==> config.mk <==
export PLATFORM = sky130hd
export DESIGN_NAME = ucsbece154b_icache
export DESIGN_NICKNAME = d
export VERILOG_FILES = /design/src/rtl/ucsbece154b_icache_pkg.sv /design/src/rtl/ucsbece154b_icache_array.sv /design/src/rtl/ucsbece154b_icache.sv
export SDC_FILE = /design/constraint.sdc
export NUM_CORES = 2
export LEC_CHECK = 0
export ABC_AREA = 1
export BUFFER_PORTS_ARGS = -buffer_cell sky130_fd_sc_hd__buf_2
export CAP_MARGIN = 10
export CORE_MARGIN = 8
export CORE_UTILIZATION = 57
export CTS_BUF_LIST = sky130_fd_sc_hd__clkbuf_16
export CTS_CLUSTER_DIAMETER = 30
export CTS_CLUSTER_SIZE = 30
export DETAILED_ROUTE_END_ITERATION = 6
export HOLD_SLACK_MARGIN = 0.12
export PLACE_DENSITY = 0.86
export SLEW_MARGIN = 0
export SYNTH_ARGS = -nofsm -noshare
export SYNTH_HDL_FRONTEND = slang
export SYNTH_MEMORY_MAX_BITS = 65536
export SYNTH_SLANG_ARGS = --single-unit
==> constraint.sdc <==
create_clock -name clk -period 4 [get_ports clk]
set_input_delay 0.8 -clock clk [delete_from_list [all_inputs] [get_ports clk]]
set_output_delay 0.8 -clock clk [all_outputs]
set_load 0.03 [all_outputs]
==> src/rtl/ucsbece154b_icache_pkg.sv <==
// rtl/ucsbece154b_icache_pkg.sv - refill FSM encoding and address-split width helpers for the icache
package ucsbece154b_icache_pkg;

   typedef enum logic [1:0] {
      S_IDLE   = 2'd0,
      S_REQ    = 2'd1,
      S_REFILL = 2'd2
   } state_t;

   function automatic int word_bits(input int words_per_block);
      return $clog2(words_per_block);
   endfunction

   function automatic int index_bits(input int num_sets);
      return $clog2(num_sets);
   endfunction

   function automatic int tag_bits(input int addr_width, input int num_sets, input int words_per_block);
      return addr_width - 2 - $clog2(words_per_block) - $clog2(num_sets);
   endfunction

endpackage

==> src/rtl/ucsbece154b_icache_array.sv <==
// rtl/ucsbece154b_icache_array.sv - valid/tag/data storage, one combinational read port, one word write port
module ucsbece154b_icache_array #(
   parameter int NUM_SETS        = 32,
   parameter int WORDS_PER_BLOCK = 4,
   parameter int IDX_W           = 5,
   parameter int WRD_W           = 2,
   parameter int TAG_W           = 25
) (
   input  logic             clk,
   input  logic             reset,
   input  logic [IDX_W-1:0] i_rd_index,
   input  logic [WRD_W-1:0] i_rd_word,
   output logic             o_rd_valid,
   output logic [TAG_W-1:0] o_rd_tag,
   output logic [31:0]      o_rd_data,
   input  logic             i_wr_data_en,
   input  logic [IDX_W-1:0] i_wr_index,
   input  logic [WRD_W-1:0] i_wr_word,
   input  logic [31:0]      i_wr_data,
   input  logic             i_wr_tag_en,
   input  logic [TAG_W-1:0] i_wr_tag
);

   logic [NUM_SETS-1:0] r_valid;
   logic [TAG_W-1:0]    r_tag  [NUM_SETS];
   logic [31:0]         r_data [NUM_SETS][WORDS_PER_BLOCK];

   always_ff @(posedge clk or negedge reset) begin
      if (!reset) begin
         r_valid <= '0;
      end else if (i_wr_tag_en) begin
         r_valid[i_wr_index] <= 1'b1;
      end
   end

   // Tag and data contents are meaningless until valid is set, so they carry no reset.
   always_ff @(posedge clk) begin
      if (i_wr_data_en) begin
         r_data[i_wr_index][i_wr_word] <= i_wr_data;
      end
      if (i_wr_tag_en) begin
         r_tag[i_wr_index] <= i_wr_tag;
      end
   end

   assign o_rd_valid = r_valid[i_rd_index];
   assign o_rd_tag   = r_tag[i_rd_index];
   assign o_rd_data  = r_data[i_rd_index][i_rd_word];

endmodule

==> src/rtl/ucsbece154b_icache.sv <==
// rtl/ucsbece154b_icache.sv - direct-mapped read-only instruction cache with burst refill
module ucsbece154b_icache
   import ucsbece154b_icache_pkg::*;
#(
   parameter int NUM_SETS        = 32,
   parameter int WORDS_PER_BLOCK = 4,
   parameter int ADDR_WIDTH      = 32
) (
   input  logic                  clk,
   input  logic                  reset,
   input  logic                  ReadEnable_i,
   input  logic [ADDR_WIDTH-1:0] ReadAddress_i,
   output logic [31:0]           Instruction_o,
   output logic                  Ready_o,
   output logic                  MemReadRequest_o,
   output logic [ADDR_WIDTH-1:0] MemReadAddress_o,
   input  logic [31:0]           MemDataIn_i,
   input  logic                  MemDataReady_i
);

   localparam int W = word_bits(WORDS_PER_BLOCK);
   localparam int I = index_bits(NUM_SETS);
   localparam int T = tag_bits(ADDR_WIDTH, NUM_SETS, WORDS_PER_BLOCK);
   localparam int B = I + T;
   localparam logic [W-1:0] LAST_WORD = W'(WORDS_PER_BLOCK - 1);

   state_t         r_state, w_next;
   logic [W-1:0]   r_count;
   logic [B-1:0]   r_block;

   logic [W-1:0]   w_word;
   logic [I-1:0]   w_index;
   logic [T-1:0]   w_tag;
   logic           w_unused_offset;
   logic           w_valid;
   logic [T-1:0]   w_rd_tag;
   logic [31:0]    w_rd_data;
   logic           w_hit;
   logic           w_miss;
   logic           w_data_en;
   logic           w_last;

   assign w_word          = ReadAddress_i[W+1:2];
   assign w_index         = ReadAddress_i[W+I+1:W+2];
   assign w_tag           = ReadAddress_i[ADDR_WIDTH-1:W+I+2];
   assign w_unused_offset = ^ReadAddress_i[1:0];

   ucsbece154b_icache_array #(
      .NUM_SETS        (NUM_SETS),
      .WORDS_PER_BLOCK (WORDS_PER_BLOCK),
      .IDX_W           (I),
      .WRD_W           (W),
      .TAG_W           (T)
   ) u_array (
      .clk          (clk),
      .reset        (reset),
      .i_rd_index   (w_index),
      .i_rd_word    (w_word),
      .o_rd_valid   (w_valid),
      .o_rd_tag     (w_rd_tag),
      .o_rd_data    (w_rd_data),
      .i_wr_data_en (w_data_en),
      .i_wr_index   (r_block[I-1:0]),
      .i_wr_word    (r_count),
      .i_wr_data    (MemDataIn_i),
      .i_wr_tag_en  (w_last),
      .i_wr_tag     (r_block[B-1:I])
   );

   assign w_hit     = ReadEnable_i & w_valid & (w_rd_tag == w_tag) & (r_state == S_IDLE);
   assign w_miss    = ReadEnable_i & ~w_hit & (r_state == S_IDLE);
   assign w_data_en = (r_state == S_REFILL) & MemDataReady_i;
   assign w_last    = w_data_en & (r_count == LAST_WORD);

   assign MemReadAddress_o = {r_block, {(W+2){1'b0}}};

   always_comb begin
      w_next           = r_state;
      Ready_o          = 1'b0;
      MemReadRequest_o = 1'b0;
      Instruction_o    = 32'd0;
      case (r_state)
         S_IDLE: begin
            Ready_o = ~ReadEnable_i | w_hit;
            if (w_hit) begin
               Instruction_o = w_rd_data;
            end
            if (w_miss) begin
               w_next = S_REQ;
            end
         end
         S_REQ: begin
            MemReadRequest_o = 1'b1;
            w_next           = S_REFILL;
         end
         S_REFILL: begin
            if (w_last) begin
               w_next = S_IDLE;
            end
         end
         default: w_next = S_IDLE;
      endcase
   end

   always_ff @(posedge clk or negedge reset) begin
      if (!reset) begin
         r_state <= S_IDLE;
      end else begin
         r_state <= w_next;
      end
   end

   // The refill target is captured once on the miss; later address changes cannot redirect it.
   always_ff @(posedge clk or negedge reset) begin
      if (!reset) begin
         r_count <= '0;
         r_block <= '0;
      end else begin
         if (w_miss) begin
            r_block <= ReadAddress_i[ADDR_WIDTH-1:W+2];
         end
         if (w_data_en) begin
            r_count <= w_last ? '0 : r_count + 1'b1;
         end
      end
   end

endmodule

==> impl_results.md, run 1 <==
* Max clock buf depth at 4
* Worst endpoint, post-GRT repair: Instruction_o[7]
* CTS HTree Levels at 6
* Avg Inst Size Synth at 13.0 sq um
* Die Wd at 599 um
* Top cell type by total area after synthesis: edfxtp_1
* Sink Count at 4896
* Worst endpoint type: top-level output
* Tool Error: [ERROR GRT-0232] Routing congestion too high. Check the congestion heatmap in the GUI.
* Detail Placement HPWL at 343000 um
* Synthesized instance count at 14858
* CTS Buf Count at 640
* Number of enable flip-flop cells after synthesis at 4832
* Most common cell in the netlist: edfxtp_1
* Antenna violations before repair at 159
* Sequential-to-total area share from yosys stat at 0.758
* Die Y at 599 um
* GP Congestion at 0.972
* Status: did not finish
* Initial core utilization at 0.571
* Synth top area share at 0.750
* Pre-CTS setup slack at -0.700 ns
* # port buffers at 127
* Synthesized area at 193000 sq um
* Halt Stage: 5_1_grt
* IO Pins at 134
* Core Rows at 214
* CTS Root Cell: clkbuf_16
* Total GRT Usage at 0.613
* Top cells by count, synth: edfxtp_1 (4832), nand2_1 (3024), nand3_1 (2243), nor2_1 (1204), o21ai_0 (1025)
* Largest net degree at the start of global routing at 129
* Synth cell types at 25
* Synth warnings at 0
* Top FF cell, synth: edfxtp_1
* Synth area leaders: edfxtp_1 (75%), nand2_1 (5.9%), nand3_1 (5.8%), o21ai_0 (2.7%), nor2_1 (2.3%)
* Gr ovfl total at 38
* Fraction of registers with async set/reset at 0.0131
* Number of synthesized register bits at 4896
[routing by layer]
| layer | GRT usage | GRT overflow |
|---|---|---|
| met4 | 0.603 | 18 |
| met1 | 0.556 | 1 |
| met2 | 0.711 | 0 |
| met3 | 0.584 | 18 |
| met5 | 0.524 | 1 |
[kinds of logic after synthesis]
group | count (synthesis) | share of synthesized area
buffers and inverters | 1135 | 0.0254
DFF | 4896 | 0.758
adders and majority gates | 4 | 0.000259
AOI/OAI and AO/OA | 2309 | 0.0746
and+or+nand+nor | 6513 | 0.141
other | 1 | 0.0000194
[per-stage QoR]
step | hold slack, ns | cells | util | area, sq um
after floorplan | 0.439 | 14861 | - | 193000
after global placement | 0.451 | 19675 | 0.620 | 210000
after detailed placement | 0.455 | 19675 | 0.620 | 210000
after CTS | 0.126 | 20927 | 0.693 | 235000
[repair_timing]
action	CTS
pin swaps	56
resized for setup	415
hold buffers	23
setup endpoints to repair	33
hold endpoints to repair	86
gates cloned	23
buffers inserted	15
==> run 2, diff against run 1 <==
Settings changed: CORE_UTILIZATION 57 to 40, CTS_BUF_LIST sky130_fd_sc_hd__clkbuf_16 to default, CTS_CLUSTER_DIAMETER 30 to default, CTS_CLUSTER_SIZE 30 to default, HOLD_SLACK_MARGIN 0.12 to default, PLACE_DENSITY 0.86 to default, PLACE_DENSITY_LB_ADDON from default to 0.15.
Clock period 4 ns to 5.2 ns, I/O delays scaled along.
==> run 2 against run 1 <==
Compared with the run above:
- synthesized area unchanged
- the flow now finishes, with violations (negative setup slack)
- synthesized cell count stayed put
==> impl_results.md, run 2 <==
* Gr ovfl total at 0
* Layout Skew at 0.0676 ns
* Largest register by flop count: u_array.r_data
* Nets at 15392
* Max Slew Vio Count at 0
* Final Hold Vio Count at 0
* DR WL/cell at 28.1 um
* CTS Buf Count at 539 (-16%)
* Share of layout cells above drive strength 1 at 0.123
* Synth area leaders: edfxtp_1 (75%), nand2_1 (5.9%), nand3_1 (5.8%), o21ai_0 (2.7%), nor2_1 (2.3%)
* Critical Path Fanout Max at 19
* Top FF cell, synth: edfxtp_1
* Synth top area share at 0.750 (unchanged)
* # DRC at 0
* Die Wd at 711 um (+19%)
* Worst path max stage delay at 0.73 ns
* PnR worst setup slack at -0.0271 ns
* Detail Placement HPWL at 353000 um (+3.2%)
* Post-route minimum period at 5.23 ns
* Hold WC Path Type: in2async
* Final std cells w/o fill at 22171
* Crit path top cell by count: buf_12
* Max-cap violations at 0
* DR vias at 126021
* # port buffers at 127 (unchanged)
* Sink Count at 4896 (unchanged)
* Placeable Area at 482000 sq um
* Worst setup SP type: input port
* IO Pins at 134 (unchanged)
* Worst setup path start: ReadAddress_i[4]
* Most common cell after layout, fill and taps aside: edfxtp_1
* Antenna violations before repair at 21
* Largest net degree at the start of global routing at 127
* Critical Path RT at 4.16 ns
* Vias in the first global route at 119501
* Clock Latency Late Sink at 1.08 ns
* Post-route core utilization at 0.469
* Top cells by count, synth: edfxtp_1 (4832), nand2_1 (3024), nand3_1 (2243), nor2_1 (1204), o21ai_0 (1025)
* Final setup violation count at 1
* Crit-path cells: buf_12 -> clkinv_8 -> buf_12 -> buf_12 -> nand2_1 -> nand3_1 -> a21oi_1 -> o311ai_0 -> nand3_1 -> nand3_1 -> buf_12 -> nand2_1 -> buf_4 -> nor2_1 -> buf_2
* VDD IR max at 0.000406 V
* Max reg flops at 4096
* Number of synthesized register bits at 4896 (unchanged)
* Total GRT Usage at 0.237
* Reg2reg start: r_state[0]
* Die Y at 711 um (+19%)
* Fraction of registers with async set/reset at 0.0131 (unchanged)
* First-pass DRT Iterations at 6
* Reg2reg path depth at 6
* CTS HTree Levels at 6 (unchanged)
* Number of enable flip-flop cells after synthesis at 4832 (unchanged)
* CTS Root Cell: clkbuf_16
* Unrepaired setup endpoints after global routing: yes
* Setup CP Type: in2out
* Initial core utilization at 0.401 (-0.170)
* Max clock buf depth at 4 (unchanged)
* Top cell type by total area after synthesis: edfxtp_1
* Antenna viol nets, final at 0
* Synthesized instance count at 14858 (unchanged)
* Peak Freq at 191 MHz
* Core Rows at 255 (+19%)
* Leakage at 75.5 nW
* Biggest regs: u_array.r_data: 4096 flops, u_array.r_tag: 736 flops, u_array.r_valid: 32 flops
* WP data arrival at 4.19 ns
* Worst slew margin relative to its limit at 0.179
* Violated checks: negative setup slack
* Final Cycle Share at 1.01
* PD cells at 396 nW/um^2
* Worst Tran Pin Value at 1.23 ns
* Cts hold-fix bufs at 0 (-100%)
* Critical Path Sink Type: output pin
* Via density at 5.68
* GP Congestion at 0.797 (-18%)
* Placed instance count at 21201 (+7.8%)
* Area delta synth->final at 16.8%
* Die ar. at 506000 sq um
* CTS tree: yes
* Sequential-to-total area share from yosys stat at 0.758 (unchanged)
* Synthesized area at 193000 sq um (unchanged)
* Pre-CTS setup slack at -0.432 ns (+0.267 ns)
* Global-route wire length before repair at 886000 um
* Clock transition at path regs at 0.06 ns
* Final wirelength at 624000 um
* Iter 0 DRT Violations at 13247
* Synth warnings at 0 (unchanged)
* Status: complete, but fails checks
* Most frequent cells in the layout: edfxtp_1 (4832), nand2_1 (3010), nand3_1 (2232), nor2_1 (1073), o21ai_0 (1025)
* Synth cell types at 25 (unchanged)
* Slowest-stage cell, CP: o311ai_0
* Avg Inst Size Synth at 13.0 sq um (unchanged)
* Most common cell in the netlist: edfxtp_1
==> run 2: final cells by class <==
cell class	instances	area [sq um]
fill	42459	256000
sequential	4896	147000
multi-input combinational	8830	43000
clock buffer	669	14200
timing repair buffer	1011	11000
tap	6425	8040
clock inverter	289	2780
inverter	42	199
antenna	9	22.5
==> run 2: per-layer routing <==
| layer | track usage | wire (um) | up-vias |
|---|---|---|---|
| li1 | - | - | 56115 |
| met1 | 0.337 | 271000 | 64422 |
| met2 | 0.378 | 290000 | 4643 |
| met3 | 0.0352 | 43900 | 841 |
| met4 | 0.0712 | 19200 | 0 |
| met5 | 0 | 0 | - |
==> run 2: path summary, 6_finish.rpt <==
path / to / slack [ns]
worst max register to register: u_array.r_tag[28][14] / 1.82
worst max-delay path: Instruction_o[0] / -0.03
max in group asynchronous: r_state[1] / 4.38
worst min-delay path: r_block[15] / 0.13
worst min register to register: u_array.r_valid[30] / 0.47
min in group clk: r_block[15] / 0.28
==> run 2: what timing repair did <==
item	4_1_cts	5_1_grt
setup endpoints to repair	22	32
gates cloned	1	4
gates resized for setup	26	62
endpoints found under the hold margin	0	0
buffers inserted	1	0
pin swaps	3	3
==> run 2: worst max-delay path, delay by kind of cell <==
family | cells | cell delay (ns)
AOI/OAI and AO/OA | 2 | 0.82
buffers and inverters | 7 | 1.20
and+or+nand+nor | 6 | 1.05
==> run 2: per-stage QoR <==
stage	hold slack [ns]	cell area [sq um]	power [mW]	TNS, ns
5_1_grt	0.169	226000	92.1	-0.0270
4_1_cts	0.0937	226000	90.1	0
3_3_place_gp	0.451	209000	53.0	-2.10
2_1_floorplan	0.439	193000	49.0	0
6_report	0.133	226000	89.5	-0.0271
3_5_place_dp	0.453	209000	53.0	-1.76
==> run 2: power by group <==
group | total (mW) | switching, mW | internal (mW) | leakage (nW)
sequential | 45.4 | 0.797 | 44.6 | 44.3
combinational | 6.83 | 5.05 | 1.78 | 22.9
clock | 37.2 | 15.9 | 21.3 | 8.28
==> run 2: cell families (layout without fill, tap and decap cells) <==
| logic type | count (synthesis) | after routing | synth area share |
|---|---|---|---|
| AND/OR/NAND/NOR | 6513 | 6513 | 0.141 |
| flip-flops | 4896 | 4896 | 0.758 |
| AO/OA/AOI/OAI | 2309 | 2309 | 0.0746 |
| buffers and inverters | 1135 | 2011 | 0.0254 |
| adder cells (fa/ha/maj) | 4 | 4 | 0.000259 |
| other | 1 | 13 | 0.0000194 |
(Power assumes the default switching activity.)
